<file path="config.mk">
export PLATFORM = sky130hd
export DESIGN_NAME = cc_sidecomparator_tracker_flat
export DESIGN_NICKNAME = d
export VERILOG_FILES = /design/src/rtl/cc_sidecomparator_tracker_pkg.sv /design/src/rtl/cc_sidecomparator_tracker_if.sv /design/src/rtl/cc_sidecomparator_tracker_core.sv /design/src/rtl/cc_sidecomparator_tracker.sv /design/src/flat_wrapper.sv
export SDC_FILE = /design/constraint.sdc
export NUM_CORES = 1
export LEC_CHECK = 0
export CORE_ASPECT_RATIO = 0.75
export CORE_UTILIZATION = 35
export DETAILED_ROUTE_END_ITERATION = 8
export MAX_ROUTING_LAYER = met4
export PLACE_DENSITY = 0.66
export SLEW_MARGIN = 40
export SYNTH_ARGS = -nofsm -noshare
export SYNTH_HDL_FRONTEND = slang
export SYNTH_SLANG_ARGS = --single-unit
</file>
<file path="constraint.sdc">
create_clock -name SIDECMP_CLOCK_50 -period 2.1 [get_ports SIDECMP_CLOCK_50]
set_clock_uncertainty 0.2 [all_clocks]
set_input_delay 0.42 -clock SIDECMP_CLOCK_50 [delete_from_list [all_inputs] [get_ports SIDECMP_CLOCK_50]]
set_output_delay 0.42 -clock SIDECMP_CLOCK_50 [all_outputs]
set_load 0.05 [all_outputs]
</file>
<file path="src/rtl/cc_sidecomparator_tracker_pkg.sv">
// cc_sidecomparator_pkg: shared state/mode encodings and the matrix-build target default.
package cc_sidecomparator_pkg;
  typedef enum logic [1:0] {ST_IDLE = 2'b00, ST_QUAL = 2'b01, ST_HIT = 2'b10} state_e;
  typedef enum logic [1:0] {MODE_EQ = 2'b00, MODE_ANY = 2'b01, MODE_ALL = 2'b10, MODE_NONE = 2'b11} mode_e;
  localparam logic [7:0] TARGET_RESET_DEF = 8'b0001_0000;
endpackage

</file>
<file path="src/rtl/cc_sidecomparator_tracker_if.sv">
// cc_sidecomparator_tracker_if: compare-request and hit-status bundle between position bank and game FSM.
interface cc_sidecomparator_tracker_if #(
  parameter int DATAWIDTH = 8,
  parameter int CNT_WIDTH = 8
);
  logic [DATAWIDTH-1:0] SIDECMP_data_InBUS;
  logic [DATAWIDTH-1:0] SIDECMP_target_InBUS;
  logic [DATAWIDTH-1:0] SIDECMP_mask_InBUS;
  logic                 SIDECMP_load_InHigh;
  logic [1:0]           SIDECMP_mode_InBUS;
  logic                 SIDECMP_clear_InHigh;
  logic                 SIDECMP_match_OutHigh;
  logic                 SIDECMP_hit_OutHigh;
  logic [CNT_WIDTH-1:0] SIDECMP_hitcount_OutBUS;
  logic [1:0]           SIDECMP_state_OutBUS;
  modport master (
    output SIDECMP_data_InBUS, SIDECMP_target_InBUS, SIDECMP_mask_InBUS,
    output SIDECMP_load_InHigh, SIDECMP_mode_InBUS, SIDECMP_clear_InHigh,
    input  SIDECMP_match_OutHigh, SIDECMP_hit_OutHigh, SIDECMP_hitcount_OutBUS, SIDECMP_state_OutBUS
  );
  modport slave (
    input  SIDECMP_data_InBUS, SIDECMP_target_InBUS, SIDECMP_mask_InBUS,
    input  SIDECMP_load_InHigh, SIDECMP_mode_InBUS, SIDECMP_clear_InHigh,
    output SIDECMP_match_OutHigh, SIDECMP_hit_OutHigh, SIDECMP_hitcount_OutBUS, SIDECMP_state_OutBUS
  );
endinterface

</file>
<file path="src/rtl/cc_sidecomparator_tracker_core.sv">
// cc_sidecomparator_core: combinational masked compare of live data against the registered target.
module cc_sidecomparator_core
  import cc_sidecomparator_pkg::*;
#(
  parameter int DATAWIDTH = 8
) (
  input  logic [DATAWIDTH-1:0] data,
  input  logic [DATAWIDTH-1:0] target,
  input  logic [DATAWIDTH-1:0] mask,
  input  logic [1:0]           mode,
  output logic                 raw
);
  logic [DATAWIDTH-1:0] tm;
  logic [DATAWIDTH-1:0] common;
  always_comb begin
    tm     = target & mask;
    common = data & tm;
    raw    = mode == MODE_EQ  ? (data & mask) == tm :
             mode == MODE_ANY ? |common :
             mode == MODE_ALL ? common == tm : ~|common;
  end
endmodule

</file>
<file path="src/rtl/cc_sidecomparator_tracker.sv">
// cc_sidecomparator_tracker: qualifies a masked compare over HOLD_CYCLES edges, flags/pulses HIT, counts hits.
module cc_sidecomparator_tracker
  import cc_sidecomparator_pkg::*;
#(
  parameter int                   DATAWIDTH    = 8,
  parameter logic [DATAWIDTH-1:0] TARGET_RESET = DATAWIDTH'(TARGET_RESET_DEF),
  parameter int                   HOLD_CYCLES  = 2,
  parameter int                   CNT_WIDTH    = 8
) (
  input logic                          SIDECMP_CLOCK_50,
  input logic                          SIDECMP_RESET_InHigh,
  cc_sidecomparator_tracker_if.slave   sc
);
  localparam int QW = $clog2(HOLD_CYCLES + 1);
  state_e               state_q, state_d;
  logic [QW-1:0]        qcnt_q, qcnt_d;
  logic                 hit_q, hit_d, match_q, match_d;
  logic [CNT_WIDTH-1:0] cnt_q, cnt_d;
  logic [DATAWIDTH-1:0] target_q, target_d, mask_q, mask_d;
  logic                 raw;
  cc_sidecomparator_core #(.DATAWIDTH(DATAWIDTH)) u_core (
    .data   (sc.SIDECMP_data_InBUS),
    .target (target_q),
    .mask   (mask_q),
    .mode   (sc.SIDECMP_mode_InBUS),
    .raw    (raw)
  );
  always_comb begin
    state_d  = state_q;
    qcnt_d   = qcnt_q;
    hit_d    = 1'b0;
    target_d = sc.SIDECMP_load_InHigh ? sc.SIDECMP_target_InBUS : target_q;
    mask_d   = sc.SIDECMP_load_InHigh ? sc.SIDECMP_mask_InBUS : mask_q;
    if (sc.SIDECMP_load_InHigh) begin
      state_d = ST_IDLE;
      qcnt_d  = '0;
    end else begin
      case (state_q)
        ST_IDLE: if (raw) begin
          if (HOLD_CYCLES == 1) begin
            state_d = ST_HIT;
            hit_d   = 1'b1;
          end else begin
            state_d = ST_QUAL;
            qcnt_d  = QW'(1);
          end
        end
        ST_QUAL: if (!raw) begin
          state_d = ST_IDLE;
          qcnt_d  = '0;
        end else if (qcnt_q + QW'(1) == QW'(HOLD_CYCLES)) begin
          state_d = ST_HIT;
          qcnt_d  = '0;
          hit_d   = 1'b1;
        end else begin
          qcnt_d = qcnt_q + QW'(1);
        end
        ST_HIT: if (!raw) state_d = ST_IDLE;
        default: begin
          state_d = ST_IDLE;
          qcnt_d  = '0;
        end
      endcase
    end
    match_d = state_d == ST_HIT;
    // clear beats a simultaneous increment; the count sticks at all-ones
    cnt_d   = sc.SIDECMP_clear_InHigh ? '0 :
              (hit_d && cnt_q != '1) ? cnt_q + CNT_WIDTH'(1) : cnt_q;
  end
  always_ff @(posedge SIDECMP_CLOCK_50) begin
    if (SIDECMP_RESET_InHigh) begin
      state_q  <= ST_IDLE;
      qcnt_q   <= '0;
      hit_q    <= 1'b0;
      match_q  <= 1'b0;
      cnt_q    <= '0;
      target_q <= TARGET_RESET;
      mask_q   <= '1;
    end else begin
      state_q  <= state_d;
      qcnt_q   <= qcnt_d;
      hit_q    <= hit_d;
      match_q  <= match_d;
      cnt_q    <= cnt_d;
      target_q <= target_d;
      mask_q   <= mask_d;
    end
  end
  assign sc.SIDECMP_match_OutHigh   = match_q;
  assign sc.SIDECMP_hit_OutHigh     = hit_q;
  assign sc.SIDECMP_hitcount_OutBUS = cnt_q;
  assign sc.SIDECMP_state_OutBUS    = state_q;
endmodule

</file>
<file path="src/flat_wrapper.sv">
// flat-port wrapper written by rule: the top's interface ports become plain ports
module cc_sidecomparator_tracker_flat import cc_sidecomparator_pkg::*;
#(
  parameter int                   DATAWIDTH    = 8,
  parameter logic [DATAWIDTH-1:0] TARGET_RESET = DATAWIDTH'(TARGET_RESET_DEF),
  parameter int                   HOLD_CYCLES  = 2,
  parameter int                   CNT_WIDTH    = 8
)
  (SIDECMP_CLOCK_50, SIDECMP_RESET_InHigh, sc_SIDECMP_data_InBUS, sc_SIDECMP_target_InBUS, sc_SIDECMP_mask_InBUS, sc_SIDECMP_load_InHigh, sc_SIDECMP_mode_InBUS, sc_SIDECMP_clear_InHigh, sc_SIDECMP_match_OutHigh, sc_SIDECMP_hit_OutHigh, sc_SIDECMP_hitcount_OutBUS, sc_SIDECMP_state_OutBUS);
  cc_sidecomparator_tracker_if #(.DATAWIDTH(DATAWIDTH), .CNT_WIDTH(CNT_WIDTH)) sc_i ();
  input logic SIDECMP_CLOCK_50;
  input logic SIDECMP_RESET_InHigh;
  input wire logic [$bits(sc_i.SIDECMP_data_InBUS)-1:0] sc_SIDECMP_data_InBUS;
  input wire logic [$bits(sc_i.SIDECMP_target_InBUS)-1:0] sc_SIDECMP_target_InBUS;
  input wire logic [$bits(sc_i.SIDECMP_mask_InBUS)-1:0] sc_SIDECMP_mask_InBUS;
  input wire logic [$bits(sc_i.SIDECMP_load_InHigh)-1:0] sc_SIDECMP_load_InHigh;
  input wire logic [$bits(sc_i.SIDECMP_mode_InBUS)-1:0] sc_SIDECMP_mode_InBUS;
  input wire logic [$bits(sc_i.SIDECMP_clear_InHigh)-1:0] sc_SIDECMP_clear_InHigh;
  output wire logic [$bits(sc_i.SIDECMP_match_OutHigh)-1:0] sc_SIDECMP_match_OutHigh;
  output wire logic [$bits(sc_i.SIDECMP_hit_OutHigh)-1:0] sc_SIDECMP_hit_OutHigh;
  output wire logic [$bits(sc_i.SIDECMP_hitcount_OutBUS)-1:0] sc_SIDECMP_hitcount_OutBUS;
  output wire logic [$bits(sc_i.SIDECMP_state_OutBUS)-1:0] sc_SIDECMP_state_OutBUS;
  assign sc_i.SIDECMP_data_InBUS = sc_SIDECMP_data_InBUS;
  assign sc_i.SIDECMP_target_InBUS = sc_SIDECMP_target_InBUS;
  assign sc_i.SIDECMP_mask_InBUS = sc_SIDECMP_mask_InBUS;
  assign sc_i.SIDECMP_load_InHigh = sc_SIDECMP_load_InHigh;
  assign sc_i.SIDECMP_mode_InBUS = sc_SIDECMP_mode_InBUS;
  assign sc_i.SIDECMP_clear_InHigh = sc_SIDECMP_clear_InHigh;
  assign sc_SIDECMP_match_OutHigh = sc_i.SIDECMP_match_OutHigh;
  assign sc_SIDECMP_hit_OutHigh = sc_i.SIDECMP_hit_OutHigh;
  assign sc_SIDECMP_hitcount_OutBUS = sc_i.SIDECMP_hitcount_OutBUS;
  assign sc_SIDECMP_state_OutBUS = sc_i.SIDECMP_state_OutBUS;
  cc_sidecomparator_tracker #(.DATAWIDTH(DATAWIDTH), .TARGET_RESET(TARGET_RESET), .HOLD_CYCLES(HOLD_CYCLES), .CNT_WIDTH(CNT_WIDTH)) u_core (.SIDECMP_CLOCK_50(SIDECMP_CLOCK_50), .SIDECMP_RESET_InHigh(SIDECMP_RESET_InHigh), .sc(sc_i));
endmodule
</file>
==> flow_metrics.py, run 1 <==
metrics = {
    "critical_path": {
        "criticalPathCategory": "primary input to flip-flop",
        "critPathArrivalTime_ps": 2220,
        "worstPathMaxFanout": 6,
        "crit_required_ps": 2110,
        "startpoint_type": "primary input",
        "end_kind": "flip-flop",
        "r2r_slack_ps": -100,
    },
    "die": {
        "die_w_microns": 77.3,
        "die_h_microns": 58.5,
        "start_util_pct": 36.7,
        "io_pins": 42,
        "row_count": 20,
        "core_sq_mm": 0.00405,
        "dieArea_sq_mm": 0.00452,
    },
    "routing": {
        "wire_per_inst_microns": 13.6,
        "vias": 1510,
        "drt_iter0_drc": 79,
        "drt-total-wl_mm": 3.99,
        "drc": 0,
        "viasPerCell": 5.14,
        "drtAntennaViolNets": 0,
        "dr.pass1.iters": 4,
    },
    "sta": {
        "slew_headroom_pct": 67.5,
        "fin_crit_sh_pct": 105,
        "hold_viol": 0,
        "fmax_mhz": 453,
        "worst_slew_pin_slew_ps": 486,
        "maxSlewViolCount": 0,
        "setup_viol_count_final": 6,
        "rsz0062_at_grt": "yes",
        "setup_slack_ps": -108,
        "fin_crit_ps": 2210,
    },
    "power_and_ir_drop": {
        "vdd_drop_max_mv": 0.305,
        "finalPower_mw": 1.32,
        "p_leak_nw": 0.925,
        "p_per_area_mw_per_mm2": 562,
    },
    "clocking": {
        "cts_tree": "done",
        "cts_buffer_depth": 2,
        "cts_buffers": 5,
        "cts_sinks": 30,
        "htreeDepth": 2,
        "clock_latency_ps": 280,
        "cts_root_buf": "clkbuf_8",
        "ctsHoldBuffers": 0,
        "clk_pin_slew_ps": 70,
    },
    "synthesis": {
        "ys_seq_elements": 30,
        "syn-num-nets": 204,
        "synth_compound_area_share_pct": 19.7,
        "synth_mux_area_share_pct": 6.05,
        "yosys_warnings": 0,
        "synth_cell_type_count": 37,
        "synth-simple-area-share_pct": 29.5,
        "syn_avg_cell_area_sq_um": 8.61,
        "synth_fa_ha_area_share_pct": 0.840,
        "syn_inst": 173,
        "synth_area_sq_mm": 0.00149,
        "synth_ff_type": "dfxtp_1",
        "synth_xor_xnor_area_share_pct": 0,
        "ys_seq_area_share_pct": 40.3,
        "async_flop_share_pct": 0,
        "synth_top_family_by_area": "simple AND/OR/NAND/NOR gates",
        "synth_edf_count": 0,
    },
    "global_routing": {
        "grt_max_degree": 27,
        "grt_pass1_vias": 1320,
        "grt_pass1_wl_mm": 6.22,
        "track_usage_pct": 18.7,
        "overflow": 0,
        "antenna_found_initial": 0,
    },
    "finish": {
        "diodes": 0,
        "final_common_cell": "buf_4",
        "drive_above_1_share_pct": 40.2,
        "nNetsFinal": 269,
        "final_cells": 294,
        "area_growth_pct": 58.1,
        "n_fill_cell": 370,
        "layout_common_cells": "32 x buf_4, 23 x clkdlybuf4s50_1, 14 x nand2_1, 14 x nor2_1, 11 x dfxtp_1",
    },
    "worst_hold_path": {
        "hp-class": "flip-flop to flip-flop",
    },
    "placement": {
        "portBuffers": 41,
        "dp.cells": 278,
        "gp_congestion": 0.807,
        "post-dp-hpwl_mm": 2.68,
    },
    "job": {
        "maxCapViolations": 0,
    },
    "run_status": {
        "status": "finished, violations left",
        "violations": "setup timing",
    },
}
[report_power, final]
group          switching, mW  internal [mW]  leakage, nW
sequential            0.0266          0.586        0.252
clock                  0.200          0.235       0.0395
combinational          0.121          0.155        0.633
[layer usage]
metal	GRT usage, %	wire [microns]	vias up
met1	26.4	2140	687
met4	8.89	64	0
met2	24.0	1590	39
met3	5.43	192	8
met5	-	0	-
li1	-	-	776
[kinds of logic after synthesis]
kind of cell / Yosys count
and+or+nand+nor: 80
AOI/OAI and AO/OA: 41
DFF: 30
buffers and inverters: 12
muxes: 9
adders and majority gates: 1
[sequential cells by signal, indices dropped and copies added (netlist names)]
| signal | count |
|---|---|
| u_core.sc.SIDECMP_hitcount_OutBUS | 8 |
| u_core.sc.SIDECMP_hit_OutHigh | 1 |
| u_core.target_q | 8 |
| u_core.qcnt_q | 2 |
| u_core.mask_q | 8 |
| u_core.sc.SIDECMP_match_OutHigh | 1 |
| u_core.sc.SIDECMP_state_OutBUS | 2 |
[what timing repair did]
action	in CTS	in global routing
pin swaps	10	24
gates resized for setup	32	37
cloned	0	1
buffers inserted	5	3
endpoints found under the setup margin	10	11
[worst paths after layout]
| path | start | to | cells past startpoint |
|---|---|---|---|
| hold reg to reg | u_core.qcnt_q[1] | u_core.qcnt_q[1] | 1 |
| hold / removal | u_core.qcnt_q[1] | u_core.qcnt_q[1] | 1 |
| setup reg to reg | u_core.target_q[0] | u_core.sc.SIDECMP_hitcount_OutBUS[6] | 7 |
| setup / recovery | sc_SIDECMP_data_InBUS[1] | u_core.sc.SIDECMP_hitcount_OutBUS[6] | 9 |
[layout make-up]
type | count | area (sq um) | area share, %
multi-input combinational | 132 | 990 | 42.1
tap | 55 | 68.8 | 2.92
inverter | 4 | 15.0 | 0.638
clock buffer | 8 | 80.1 | 3.40
timing repair buffer | 65 | 551 | 23.4
sequential | 30 | 649 | 27.6
[worst max-delay path, stage by stage]
cell and delay (ps):
clkdlybuf4s15_2 190, and3_1 180, a31oi_2 180, and4_4 260, a31oi_2 110, o31a_1 140
buf_6 140, or4_1 470, a21oi_1 140
[cell usage after synthesis (3+ instances only)]
library cell  instances  area share [%]
nand3_1               6             2.0
clkbuf_1              7             1.8
nor2b_1              10             4.2
dfxtp_1              30              40
nor4_1                3             1.3
nor2_1               15             3.8
a21oi_1               8             2.7
a31oi_1               4             1.7
inv_1                 3            0.76
or4_1                 5             2.5
o31ai_1               6             3.0
nand3b_1              7             3.5
nand2_1              16             4.0
a211o_1               9             5.3
mux2i_1               9             6.1
and3_1                7             2.9
o22ai_1               4             1.7
[metrics by stage]
step	TNS, ps	util, %	setup slack, ps	cell area (sq um)	hold WS (ps)
final	-484	58.1	-108	2350	270
after global routing	-1400	58.1	-176	2350	291
after CTS	-730	54.4	-178	2210	269
after detailed placement	-6740	50.8	-693	2060	259
after global placement	-6510	50.8	-648	2060	258
after floorplan	-219	-	-92.5	1530	240
Power figures use the tool's default switching activity.
==> run 2, diff against run 1 <==
CELL_PAD_IN_SITES_DETAIL_PLACEMENT = 1   (was unset)
CELL_PAD_IN_SITES_GLOBAL_PLACEMENT = 2   (was unset)
CORE_UTILIZATION = 32   (was 35)
DONT_BUFFER_PORTS = 1   (was unset)
PLACE_DENSITY = 0.75   (was 0.66)
==> run 2 against run 1 <==
Net effect:
- the run still ends with setup timing left
- register-to-register slack is essentially flat
- core utilization shrank 11 points
- global-route usage grew 1.5 points
- combinational power shrank 19%
- wire length grew 16%
- sequential share of layout area grew 3.1 points
- critical path depth shrank 2
- non-clock buffer count shrank 32
- flip-flop and latch count is the same
- critical path type is now flip-flop to flip-flop
==> flow_metrics.py, run 2 (same netlist as run 1, synthesis figures left out) <==
metrics = {
    "sta": {
        "fin_setup_tns_ps": -215,
        "hold_viol": 0,
        "rsz0062_at_grt": "yes",
        "setup_slack_ps": -89.0,
        "maxSlewViolCount": 0,
        "fin_crit_sh_pct": 104,
        "fin_crit_ps": 2190,
        "setup_viol_count_final": 4,
        "slew_headroom_pct": 68.6,
        "worst_slew_pin_slew_ps": 470,
        "fmax_mhz": 457,
    },
    "global_routing": {
        "grt_max_degree": 28,
        "track_usage_pct": 20.2,
        "grt_pass1_wl_mm": 7.02,
        "overflow": 0,
        "grt_pass1_vias": 1472,
        "antenna_found_initial": 0,
    },
    "clocking": {
        "clock_latency_ps": 280,
        "htreeDepth": 2,
        "cts_buffers": 5,
        "clk_pin_slew_ps": 60,
        "cts_sinks": 30,
        "cts_buffer_depth": 2,
        "cts_tree": "done",
        "cts_root_buf": "clkbuf_8",
    },
    "power_and_ir_drop": {
        "vdd_drop_max_mv": 0.361,
        "clkPwrFrac_pct": 34.2,
        "comb_power_share_pct": 17.5,
        "switching_share_pct": 26.0,
        "p_int_mw": 0.941,
        "p_switching_mw": 0.331,
        "p_leak_nw": 0.802,
        "power_frac_seq_pct": 48.3,
        "p_per_area_mw_per_mm2": 609,
        "finalPower_mw": 1.27,
    },
    "routing": {
        "viasPerCell": 5.46,
        "vias": 1441,
        "wire_per_inst_microns": 17.5,
        "drt_iter0_drc": 56,
        "drc": 0,
        "drtAntennaViolNets": 0,
        "drt-total-wl_mm": 4.63,
        "dr.pass1.iters": 4,
    },
    "critical_path": {
        "rr_endpoint": "u_core.sc.SIDECMP_hitcount_OutBUS[6]",
        "cp_slowest_cell": "or4_4",
        "cp_common_cell": "a21oi_2",
        "crit_required_ps": 2100,
        "criticalPathCategory": "flip-flop to flip-flop",
        "worstPathMaxFanout": 5,
        "r2r_slack_ps": -90,
        "r2r-start": "u_core.mask_q[5]",
        "path_cells": "nand2_1 -> o22ai_2 -> nor4_2 -> a21oi_2 -> o31a_1 -> or4_4 -> a21oi_2",
        "reg2regPathDepth": 7,
        "startpoint_type": "flip-flop",
        "cpPeakStageDelay_ps": 500,
        "end_kind": "flip-flop",
        "critPathArrivalTime_ps": 2190,
    },
    "placement": {
        "dp.cells": 245,
        "portBuffers": 0,
        "post-dp-hpwl_mm": 3.29,
        "gp_congestion": 0.775,
    },
    "die": {
        "io_pins": 42,
        "start_util_pct": 33.3,
        "dieArea_sq_mm": 0.00493,
        "die_h_microns": 61.1,
        "row_count": 21,
        "die_w_microns": 80.8,
        "core_sq_mm": 0.00447,
    },
    "worst_hold_path": {
        "hold_end": "u_core.target_q[5]",
        "hp-class": "primary input to flip-flop",
        "worstHoldStart": "SIDECMP_RESET_InHigh",
        "hold_path_depth": 1,
    },
    "finish": {
        "layout_common_cells": "29 x buf_4, 15 x nand2_1, 13 x nor2_1",
        "multi_input_area_sq_mm": 0.00102,
        "area_growth_pct": 40.2,
        "nNetsFinal": 237,
        "final_cells": 264,
        "n_fill_cell": 514,
        "final_common_cell": "buf_4",
        "drive_above_1_share_pct": 40.6,
        "seq_area_sq_um": 641,
        "diodes": 0,
    },
    "run_status": {
        "status": "finished, violations left",
        "violations": "setup timing",
    },
    "job": {
        "maxCapViolations": 0,
    },
}
-- run 2: cell count changes in the layout (fill, tap and decap cells not counted), moves of 2 or more --
cell             before  now
clkdlybuf4s50_1      23    0
buf_2                 3    0
buf_4                32   29
clkdlybuf4s15_2       3    0
o22ai_1               4    2
dfxtp_4              10    7
clkbuf_2              2    0
dlygate4sd3_1         0    2
o22ai_2               0    2
dfxtp_2               9   11
-- run 2: through the flow --
step | hold WS, ps | cell area [sq um] | setup slack [ps] | utilization, %
after floorplan | 240 | 1530 | -92.5 | -
after global placement | 244 | 1720 | -156 | 38.6
after detailed placement | 272 | 1720 | -236 | 38.6
after CTS | 7.20 | 1980 | -57.7 | 44.3
after global routing | -0.121 | 2090 | -148 | 46.7
final | 9.25 | 2090 | -89.0 | 46.7
-- run 2: power by group through the flow --
| stage | combinational [mW] | sequential [mW] | clock, mW |
|---|---|---|---|
| after floorplan | 0.117 | 0.618 | 0 |
| final | 0.223 | 0.614 | 0.435 |
| after detailed placement | 0.153 | 0.621 | 0 |
| after global placement | 0.145 | 0.620 | 0 |
| after global routing | 0.242 | 0.617 | 0.480 |
| after CTS | 0.195 | 0.612 | 0.444 |
-- run 2: critical path, delay by kind of cell (launching register included) --
family	cells	cell delay, ps
AOI/OAI and AO/OA	4	690
DFF	1	340
and+or+nand+nor	3	890
-- run 2: cell type report --
cell class / instances / area share, %
sequential: 30 / 30.7
clock buffer: 8 / 3.84
timing repair buffer: 33 / 12.5
inverter: 4 / 0.719
tap: 57 / 3.42
multi-input combinational: 132 / 48.9
-- run 2: per-layer routing --
metal / vias to the layer above / track usage, % / wire length (microns)
met1: 695 / 24.9 / 2150
met5: - / - / 0
li1: 708 / - / -
met4: 0 / 5.61 / 59
met2: 31 / 32.3 / 2190
met3: 7 / 6.22 / 223
-- run 2: how the worst max path moves through the flow --
stage	from	to	slack [ps]	cells after the start
global placement	sc_SIDECMP_data_InBUS[4]	u_core.sc.SIDECMP_hitcount_OutBUS[5]	-160	8
CTS	u_core.mask_q[0]	u_core.sc.SIDECMP_hitcount_OutBUS[6]	-60	7
floorplan	u_core.sc.SIDECMP_hitcount_OutBUS[2]	u_core.sc.SIDECMP_hitcount_OutBUS[2]	-90	8
global route	u_core.mask_q[5]	u_core.sc.SIDECMP_hitcount_OutBUS[6]	-150	7
detailed placement	sc_SIDECMP_data_InBUS[1]	u_core.sc.SIDECMP_hitcount_OutBUS[6]	-240	7
finish	u_core.mask_q[5]	u_core.sc.SIDECMP_hitcount_OutBUS[6]	-90	7
-- run 2: timing repair --
item	CTS	global route
endpoints found under the setup margin	8	12
resized for setup	31	14
pin swaps	9	10
buffers inserted	6	2
gates cloned	1	0
hold buffers	0	2
endpoints found under the hold margin	0	2
==> run 3, diff against run 2 <==
CORE_ASPECT_RATIO = 0.9   (was 0.75)
==> run 3 against run 2 <==
Net effect:
- the run still ends with setup timing left
- hold slack better by 37 ps
- die area is essentially flat
- total power is 2.8% higher
- core utilization is 0.36 points lower
- cell area is 0.90% lower
- flip-flop and latch count unchanged
- global-route usage is 0.52 points higher
- combinational power about the same
- first-iteration DRC count increased by 13%
- clock power is 7.4% higher
==> flow_metrics.py, run 3 (same netlist as run 1, synthesis figures left out) <==
metrics = {
    "run_status": {
        "status": "finished, violations left",
        "violations": "setup timing",
    },
    "worst_hold_path": {
        "hp-class": "primary input to flip-flop",
    },
    "critical_path": {
        "worstPathMaxFanout": 5,
        "end_kind": "flip-flop",
        "startpoint_type": "flip-flop",
        "critPathArrivalTime_ps": 2190,
        "r2r_slack_ps": -130,
        "crit_required_ps": 2060,
        "criticalPathCategory": "flip-flop to flip-flop",
    },
    "power_and_ir_drop": {
        "p_per_area_mw_per_mm2": 633,
        "p_leak_nw": 0.794,
        "vdd_drop_max_mv": 0.257,
        "finalPower_mw": 1.31,
    },
    "die": {
        "die_w_microns": 73.9,
        "core_sq_mm": 0.00446,
        "die_h_microns": 66.7,
        "dieArea_sq_mm": 0.00493,
        "start_util_pct": 33.4,
        "row_count": 23,
        "io_pins": 42,
    },
    "clocking": {
        "htreeDepth": 2,
        "cts_buffer_depth": 2,
        "clk_pin_slew_ps": 60,
        "cts_tree": "done",
        "cts_sinks": 30,
        "clock_latency_ps": 270,
        "cts_buffers": 5,
        "cts_root_buf": "clkbuf_8",
    },
    "routing": {
        "wl_met1_mm": 2.05,
        "dr_wl_met3_microns": 298,
        "dr.pass1.iters": 4,
        "drt-total-wl_mm": 4.88,
        "wl_met2_mm": 2.48,
        "vias": 1471,
        "drtAntennaViolNets": 0,
        "drc": 0,
        "drt_iter0_drc": 63,
        "viasPerCell": 5.59,
        "routed.top_layer": "met4",
        "wire_per_inst_microns": 18.6,
    },
    "finish": {
        "area_growth_pct": 38.9,
        "layout_common_cells": "27 x buf_4, 16 x dfxtp_2, 13 x nand2_1, 13 x nor2_1, 10 x nor2b_1",
        "final_common_cell": "buf_4",
        "diodes": 0,
        "finish.utilization_pct": 46.4,
        "nNetsFinal": 232,
        "drive_above_1_share_pct": 44.8,
        "n_fill_cell": 498,
        "final_cells": 263,
    },
    "global_routing": {
        "track_usage_pct": 20.7,
        "grt_max_degree": 28,
        "overflow": 0,
        "grt_pass1_wl_mm": 7.42,
        "antenna_found_initial": 0,
        "grt_pass1_vias": 1542,
    },
    "sta": {
        "fin_setup_tns_ps": -646,
        "worst_slew_pin_slew_ps": 476,
        "fin_crit_ps": 2230,
        "rsz0062_at_grt": "yes",
        "setup_slack_ps": -134,
        "setup_viol_count_final": 9,
        "fmax_mhz": 448,
        "maxSlewViolCount": 0,
        "hold_viol": 0,
        "fin_crit_sh_pct": 106,
        "slew_headroom_pct": 68.2,
    },
    "placement": {
        "gp_congestion": 0.803,
        "portBuffers": 0,
        "post-dp-hpwl_mm": 3.18,
        "dp.cells": 247,
    },
    "job": {
        "maxCapViolations": 0,
    },
}
## run 3: worst paths after layout
kind / from / endpoint / depth (start not counted)
hold reg to reg: u_core.qcnt_q[1] / u_core.qcnt_q[1] / 1
setup / recovery: u_core.mask_q[5] / u_core.sc.SIDECMP_hitcount_OutBUS[7] / 9
hold / removal: SIDECMP_RESET_InHigh / u_core.mask_q[5] / 1
setup reg to reg: u_core.mask_q[5] / u_core.sc.SIDECMP_hitcount_OutBUS[7] / 9
## run 3: critical path, cell delays in order (launching register included)
cell,delay (ps)
dfxtp_4,370
nand2_1,80
o2111ai_2,180
nor2_2,190
a21oi_2,80
buf_4,150
o31a_1,310
buf_4,170
o31ai_1,280
a21oi_1,110
## run 3: through the flow
step                hold slack [ps]  instance area [sq um]  setup WS, ps
finish                         46.5                   2070          -134
global route                   34.7                   2070          -257
CTS                           0.672                   1970         -60.0
detailed placement              263                   1710          -209
global placement                244                   1710          -119
floorplan                       240                   1530         -92.5
## run 3: metal layers
metal / track usage (%) / up-vias
met5: - / -
met3: 6.20 / 8
met1: 23.9 / 726
li1: - / 704
met4: 5.53 / 0
met2: 34.9 / 33
## run 3: repair_timing
item	4_1_cts	5_1_grt
hold buffers	0	1
resized for setup	36	14
setup endpoints to repair	8	10
hold endpoints to repair	0	7
gates cloned	1	0
setup buffers	4	4
pin swaps	8	6
## run 3: cell type report
type                       count  area [sq um]  area share (%)
inverter                       4          15.0           0.726
timing repair buffer          28           213            10.3
clock buffer                   7          86.3            4.17
sequential                    30           651            31.5
tap                           62          77.6            3.75
multi-input combinational    132          1030            49.6
## run 3: where the power goes
group	total [mW]	leakage, nW	switching (mW)	internal, mW
Combinational	0.225	0.497	0.109	0.116
Clock	0.467	0.0443	0.207	0.260
Sequential	0.617	0.252	0.0283	0.588
